**src/rtl/sync_fifo_reader_pkg.sv**
```systemverilog
// Shared defaults and the pop-admission helper for the sync_fifo read adapter.
package sync_fifo_reader_pkg;

    localparam int DEF_WIDTH     = 8;
    localparam int DEF_CNT_WIDTH = 16;

    // A pop is safe when the words held plus in flight, less the one leaving, leave room for one more.
    function automatic logic room_for_pop(input logic [1:0] cnt, input logic pend, input logic deq);
        logic [2:0] occ;
        occ = {1'b0, cnt} + {2'b00, pend} - {2'b00, deq};
        return (occ <= 3'd1);
    endfunction

endpackage

```
**src/rtl/sync_fifo_reader_if.sv**
```systemverilog
// FIFO-side and stream-side signals of the reader; slave is the reader, master is its surroundings.
interface sync_fifo_reader_if
    import sync_fifo_reader_pkg::*;
#(
    parameter int width = DEF_WIDTH
);
    logic             fifo_empty;
    logic             fifo_pop;
    logic [width-1:0] fifo_rd_data;
    logic             flush;
    logic             out_valid;
    logic             out_ready;
    logic [width-1:0] out_data;

    modport slave (
        input  fifo_empty, fifo_rd_data, flush, out_ready,
        output fifo_pop, out_valid, out_data
    );

    modport master (
        output fifo_empty, fifo_rd_data, flush, out_ready,
        input  fifo_pop, out_valid, out_data
    );
endinterface

```
**src/rtl/sync_fifo_reader.sv**
```systemverilog
// Read-side adapter for sync_fifo: hides the one-cycle read latency behind a two-entry
// buffer and presents a valid/ready stream that sustains one word per cycle.
module sync_fifo_reader
    import sync_fifo_reader_pkg::*;
#(
    parameter int width     = DEF_WIDTH,
    parameter int cnt_width = DEF_CNT_WIDTH
)(
    input  logic                 clk,
    input  logic                 reset_n,
    sync_fifo_reader_if.slave    bus,
    output logic [cnt_width-1:0] word_count
);

    typedef enum logic [1:0] {EMPTY = 2'd0, ONE = 2'd1, TWO = 2'd2} occ_e;

    occ_e                 r_cnt, w_cnt_nxt;
    logic                 r_pend;
    logic                 r_head, w_head_nxt;
    logic [width-1:0]     r_buf [2];
    logic [cnt_width-1:0] r_word_count;
    logic                 w_deq;
    logic                 w_pop;
    logic                 w_wr_idx;

    assign w_deq = (r_cnt != EMPTY) && bus.out_ready;

    // Gated by reset_n so the FIFO is never popped while this block is held in reset.
    assign w_pop = reset_n && !bus.fifo_empty && !bus.flush && room_for_pop(r_cnt, r_pend, w_deq);

    // Tail slot sits cnt entries past the head; a same-cycle deq frees the head slot for reuse.
    assign w_wr_idx = r_head ^ r_cnt[0];

    assign bus.fifo_pop  = w_pop;
    assign bus.out_valid = (r_cnt != EMPTY);
    assign bus.out_data  = r_buf[r_head];
    assign word_count    = r_word_count;

    always_comb begin
        w_cnt_nxt  = r_cnt;
        w_head_nxt = r_head ^ w_deq;
        if (bus.flush) begin
            w_cnt_nxt  = EMPTY;
            w_head_nxt = 1'b0;
        end else begin
            case (r_cnt)
                EMPTY: if (r_pend) w_cnt_nxt = ONE;
                ONE: begin
                    if (r_pend && !w_deq)      w_cnt_nxt = TWO;
                    else if (!r_pend && w_deq) w_cnt_nxt = EMPTY;
                end
                TWO:     if (!r_pend && w_deq) w_cnt_nxt = ONE;
                default: w_cnt_nxt = EMPTY;
            endcase
        end
    end

    always_ff @(posedge clk or negedge reset_n) begin
        if (!reset_n) begin
            r_cnt        <= EMPTY;
            r_head       <= 1'b0;
            r_pend       <= 1'b0;
            r_word_count <= '0;
        end else begin
            r_cnt  <= w_cnt_nxt;
            r_head <= w_head_nxt;
            r_pend <= w_pop;
            if (w_deq) r_word_count <= r_word_count + cnt_width'(1);
        end
    end

    always_ff @(posedge clk or negedge reset_n) begin
        if (!reset_n) begin
            r_buf[0] <= '0;
            r_buf[1] <= '0;
        end else if (r_pend && !bus.flush) begin
            r_buf[w_wr_idx] <= bus.fifo_rd_data;
        end
    end

endmodule

```
**src/flat_wrapper.sv**
```systemverilog
// flat-port wrapper written by rule: the top's interface ports become plain ports
module sync_fifo_reader_flat import sync_fifo_reader_pkg::*;
#(
    parameter int width     = DEF_WIDTH,
    parameter int cnt_width = DEF_CNT_WIDTH
)
  (clk, reset_n, word_count, bus_fifo_empty, bus_fifo_rd_data, bus_flush, bus_out_ready, bus_fifo_pop, bus_out_valid, bus_out_data);
  sync_fifo_reader_if #(.width(width)) bus_i ();
  input  logic clk;
  input  logic reset_n;
  output logic [cnt_width-1:0] word_count;
  input wire logic [$bits(bus_i.fifo_empty)-1:0] bus_fifo_empty;
  input wire logic [$bits(bus_i.fifo_rd_data)-1:0] bus_fifo_rd_data;
  input wire logic [$bits(bus_i.flush)-1:0] bus_flush;
  input wire logic [$bits(bus_i.out_ready)-1:0] bus_out_ready;
  output wire logic [$bits(bus_i.fifo_pop)-1:0] bus_fifo_pop;
  output wire logic [$bits(bus_i.out_valid)-1:0] bus_out_valid;
  output wire logic [$bits(bus_i.out_data)-1:0] bus_out_data;
  assign bus_i.fifo_empty = bus_fifo_empty;
  assign bus_i.fifo_rd_data = bus_fifo_rd_data;
  assign bus_i.flush = bus_flush;
  assign bus_i.out_ready = bus_out_ready;
  assign bus_fifo_pop = bus_i.fifo_pop;
  assign bus_out_valid = bus_i.out_valid;
  assign bus_out_data = bus_i.out_data;
  sync_fifo_reader #(.width(width), .cnt_width(cnt_width)) u_core (.clk(clk), .reset_n(reset_n), .bus(bus_i), .word_count(word_count));
endmodule
```
**config.mk**
```make
export PLATFORM = sky130hd
export DESIGN_NAME = sync_fifo_reader_flat
export DESIGN_NICKNAME = d
export VERILOG_FILES = /design/src/rtl/sync_fifo_reader_pkg.sv /design/src/rtl/sync_fifo_reader_if.sv /design/src/rtl/sync_fifo_reader.sv /design/src/flat_wrapper.sv
export SDC_FILE = /design/constraint.sdc
export NUM_CORES = 1
export LEC_CHECK = 0
export CAP_MARGIN = 20
export CORE_ASPECT_RATIO = 1.75
export CORE_MARGIN = 2
export CORE_UTILIZATION = 50
export CTS_CLUSTER_SIZE = 16
export DETAILED_ROUTE_END_ITERATION = 16
export HOLD_SLACK_MARGIN = 0.02
export PLACE_DENSITY = 0.79
export SYNTH_ARGS = -nofsm -noshare
export SYNTH_HDL_FRONTEND = slang
export SYNTH_SLANG_ARGS = --single-unit
```
**constraint.sdc**
```tcl
create_clock -name clk -period 2.1 [get_ports clk]
set_clock_uncertainty 0.1 [all_clocks]
set_input_delay 0.21 -clock clk [delete_from_list [all_inputs] [get_ports clk]]
set_output_delay 0.21 -clock clk [all_outputs]
set_load 0.01 [all_outputs]
```
# Word level (Yosys, flattened, before mapping)
# Cells that the tools add are included.
[classes]
addsub = 3
magnitude_cmp = 4
eq_ne = 5
muxes = 13
bitwise_logic = 4
reduce_logical = 15
[ops]
columns = ["operator", "count"]
rows = [
  ["two-way mux 8 bit", 4],
  ["adder 16 x 1 -> 16 bit (second input constant)", 1],
  ["bitwise mux 16 bit", 1],
  ["two-way mux 2 bit", 5],
  ["demux 8 bit (select 1 bit)", 1],
  ["logical AND 1 bit", 8],
  ["!= test 3 x 2 -> 1 bit (second input constant)", 2],
  ["case mux 2 bit (3 select lines)", 1],
  ["greater-or-equal comparator 2 bit (second input constant)", 2],
  ["zero test 1 bit", 4],
  ["!= test 4 x 2 -> 1 bit (second input constant)", 1],
  ["NOT 1 -> 2 bit", 2],
  ["adder 2 x 1 -> 3 bit", 1],
  ["less-or-equal comparator 3 x 1 -> 1 bit (second input constant)", 1],
  ["AND reduction 3 bit", 1],
  ["subtractor 3 x 1 -> 3 bit", 1],
  ["== test 2 x 1 -> 1 bit (second input constant)", 1],
  ["== test 2 bit (second input constant)", 1],
  ["zero test 2 bit", 1],
  ["less-than comparator 2 x 1 -> 1 bit (second input constant)", 1],
  ["nonzero test 2 bit", 1],
  ["bitwise XOR 1 bit", 2],
  ["two-way mux 1 bit", 1],
]
[totals]
register_bits = 36
inputBits = 13
elab_cells = 50

# Depth between registers and ports, before layout
[depth]
depth_word = 7
ltp_mapped = 8

# Worst setup path before layout
# No wires, ideal clock.
[synth_path]
kind = "reg2out"
startpoint = "register u_core.r_cnt[1]"
endpoint = "output port bus_fifo_pop"
arrival_time_ns = 1.913
t_required_ns = 1.790
path_slack_ns = -0.123
stages_incl_launch_ff = 9
n_path_buf = 1
cell_sequence = "dfrtp_1 > buf_2 > nand2_1 > o21ai_0 > ha_1 > inv_1 > fa_1 > nand2_1 > nor4_1"
[synth_via]
elab_chain_cells = 5
[synth_rtl]
columns = ["item", "line_no", "source"]
rows = [
  ["start: declaration", "sync_fifo_reader.sv:17", "occ_e r_cnt, w_cnt_nxt;"],
  ["start signal: assignment", "sync_fifo_reader.sv:65", "r_cnt <= w_cnt_nxt;"],
  ["branches (longest 2 deep; another with adder 2 x 1 -> 3 bit)", "n/a", ""],
  ["subtractor 3 x 1 -> 3 bit *", "sync_fifo_reader_pkg.sv:10", "occ = {1'b0, cnt} + {2'b00, pend} - {2'b00, deq};"],
  ["less-or-equal comparator 3 x 1 -> 1 bit *", "sync_fifo_reader_pkg.sv:11", "return (occ <= 3'd1);"],
  ["logical AND 1 bit *", "sync_fifo_reader.sv:29", "assign w_pop = reset_n && !bus.fifo_empty && !bus.flush && room_for_pop(r_cnt, r_pend, w_deq);"],
  ["end: declaration", "flat_wrapper.sv:16", "output wire logic [$bits(bus_i.fifo_pop)-1:0] bus_fifo_pop;"],
]
# Every way passes the cells marked *.

# Final worst setup path
[layout_path]
startpoint = "register u_core.r_cnt[0]"
endpoint = "output port bus_fifo_pop"
# Same word-level chain as after synthesis.

==> results by group <==
Status
  – Outcome: finished with violations
  – Failing checks: setup timing

Worst hold path
  – Tightest Hold Check Type: primary input to asynchronous set/reset pin

Clock network
  – Clk_lat worst skew: ~0.29 ns
  – Root Buffer: clkbuf_8
  – H-tree depth: 2
  – Reg clk slew, reported paths: around 0.07 ns
  – Clock buffer depth: 2
  – Clk sinks: 36
  – Number of buffers created by CTS: 5
  – Hold Buf Count CTS: 0
  – CTS tree: done

Global routing
  – Initial antenna violation count: 0
  – Grt peak-use layer: met2
  – Number of global-route vias before repair: approximately 1300
  – Tot GR Track Use: 19.6%
  – First-pass GRT wire length: 5820 um
  – Met3 usage: under 10%
  – Grt met1 use: 16.9%
  – GRT overflow: 0
  – Met2 Usage GRT: 38.9%
  – Largest net degree at the start of global routing: 37

Yosys
  – Flops & latches, synth: 36
  – Avg Inst Size Synth: ~13 um^2
  – Top post-synthesis cells by area: dfrtp_1 (51%), mux2_2 (15%), xnor2_1 (4.5%)
  – Compound-Gate Fraction of Synth Area: about 2.5%
  – Synth Area in Adders: 2.55%
  – Netlist cell types: 31
  – Seq/Total Area, Yosys: approximately 51%
  – Synthesized area: between 0.0015 and 0.002 mm^2
  – Post-synthesis mux area share: 15.3%
  – Main combinational cell family by area after synthesis: simple AND/OR/NAND/NOR gates
  – Simple-Gate Fraction of Synth Area: 16.0%
  – Area share of the largest cell type after synthesis: 51.0%
  – Xor/xnor share of the synthesized area: under 10%
  – Syn Nets: 153
  – Cells after synthesis: about 140
  – Warnings from Yosys: 0
  – Area leader, netlist: dfrtp_1

Timing
  – Worst-Margin Slew: between 0.4 and 0.5 ns
  – Fmax: 0.435 GHz
  – Final hold vios: 0
  – Final period utilization: 110%
  – RSZ-0062 raised after global routing: yes
  – Slew HR: between 60% and 70%
  – Min cycle time layout: ~2.3 ns
  – Max-slew violations: 0
  – Final setup viols: 1
  – Final worst slack: -0.201 ns

Place
  – Area after DPL: 0.00225 mm^2
  – IO Port Bufs: 38
  – DPL Wire Length: 2680 um
  – Pre-CTS setup slack: -0.811 ns
  – Final GP Congestion: roughly 0.7

Final layout
  – Commonest cells after routing, fill and taps aside: clkdlybuf4s50_1 (36), dfrtp_1 (35), mux2_2 (24), nand2_1 (10), buf_4 (10)
  – Final core occ: roughly 70%
  – Ratio of cells with drive above 1 in the final layout: between 30% and 40%
  – Commonest non-fill, non-tap cell in the layout: clkdlybuf4s50_1
  – P&R area growth vs syn: 36.9%
  – Ant diodes: 0
  – Cell area after layout: ~0.0024 mm^2
  – Final nets: just over 200

Floorplanning
  – # rows: 28
  – Core Footprint: between 0.003 and 0.004 mm^2
  – DIE AREA: a little over 0.004 mm^2
  – Starting density of the core: between 50 and 60%
  – Chip width: 48.9 um
  – IO Count: 39
  – Die height: 82.6 um

Drt
  – Post-DRT Antenna Nets: 0
  – Post-route DRC: 0
  – DRT iter0 DRCs: 12
  – Via count: between 1000 and 1500
  – DR pass1 iterations: 4
  – Detailed-route wire length per cell: between 15 and 20 um
  – Via/cell ratio: ~5.3
  – Total wire length: about 3600 um

Worst setup path
  – Startpoint Class: flip-flop
  – Slowest stage delay, CP: a little under 0.4 ns
  – Crit-path max FO: 4
  – Arr. time, crit path: between 1.5 and 2 ns
  – Critical path required time: about 1.8 ns
  – CP max-delay cell: dfrtp_1
  – Setup CP Type: flip-flop to output port
  – Crit. End Element: output port
  – Crit path buf inv count: 2
  – Crit path max-delay family: adder cells
  – Worst path cell trace: nand2b_1, o21ai_1, ha_1, inv_1, fa_2, xor2_2, nor4_4, buf_2

Power
  – Pwr/cell area: about 900 mW/mm^2
  – Maximum VDD drop: ~1000 uV
  – Pleak: 1.08 nW
  – Overall power: 2.19 mW

Job
  – Max cap viols: 0
==> where the power goes <==
part | internal, mW | total [mW] | leakage [nW] | switching (mW)
sequential | 0.802 | 0.894 | 0.475 | 0.0925
clock | 0.594 | 0.834 | 0.0784 | 0.240
combinational | 0.287 | 0.459 | 0.524 | 0.172
total | 1.68 | 2.19 | 1.08 | 0.504
==> area by class of cell <==
cell class,instances,area (um^2)
fillers,266,980
flip-flops and latches,36,902
multi-input cells,95,845
repair buffers,48,449
clock inverters,3,90.1
clock buffers,5,68.8
well taps,45,56.3
inverters,2,7.51
==> layer usage <==
metal  part of all wire, %  vias up
li1                      -      573
met1                    33      608
met2                    58       39
met3                   5.5       11
met4                   3.7        0
met5                     0        -
==> sequential cells by signal, summed over array words and instances, names as in the netlist <==
name and cells:
u_core.r_cnt 2, u_core.r_head 1, u_core.word_count 16, u_core.r_buf 16, u_core.r_pend 1
==> kinds of logic (layout without fill, tap and decap cells) <==
group / Yosys count / count (layout)
xor+xnor: 18 / 18
compound gates: 6 / 6
buf+inv: 6 / 58
flops: 36 / 36
fa+ha+maj: 3 / 3
simple gates: 44 / 44
mux: 24 / 24
==> through the flow <==
| step | hold slack [ns] | std cells | TNS [ns] |
|---|---|---|---|
| final | 0.285 | 234 | -0.201 |
| after global routing | 0.326 | 234 | -0.339 |
| after CTS | 0.289 | 234 | -0.215 |
| after detailed placement | 0.386 | 225 | -0.938 |
| after global placement | 0.364 | 225 | -0.693 |
| after floorplan | -0.186 | 137 | 0 |
==> timing repair <==
| item | in CTS | in global routing |
|---|---|---|
| hold endpoints to repair | 0 | 0 |
| resized for setup | 8 | 1 |
| setup buffers | 1 | 0 |
| setup endpoints to repair | 9 | 1 |
| pin swaps | 1 | 0 |
==> Yosys cell counts (all sizes together) <==
cell,n
fa,1
nand2,10
nor3b,1
o32ai,1
nand2b,2
or2,2
o21ai,3
dfrtp,36
nor3,3
and3,1
nand4,3
a21oi,2
and3b,1
xnor2,10
nand3,9
nor4,3
nor2b,2
xor2,8
nor2,5
ha,2
buf,4
and2,1
nand3b,1
mux2,24
inv,2
==> final timing paths <==
path                                                        start  slack [ns]  cells after the start                                 to
worst min-delay path                                      reset_n        0.28                      2        u_core.r_buf[0]$_DFFE_PN0P_
worst max-delay path                  u_core.r_cnt[0]$_DFFE_PN0P_       -0.20                      8                       bus_fifo_pop
min in group clk                u_core.word_count[15]$_DFFE_PN0P_        0.39                      1  u_core.word_count[15]$_DFFE_PN0P_
worst max register to register        u_core.r_cnt[0]$_DFFE_PN0P_        0.34                      4        u_core.r_buf[1]$_DFFE_PN0P_
worst min register to register  u_core.word_count[15]$_DFFE_PN0P_        0.39                      1  u_core.word_count[15]$_DFFE_PN0P_
max in group asynchronous                                 reset_n        1.28                      2            u_core.r_head$_DFF_PN0_
No activity file was read; power rests on OpenSTA's default activity.
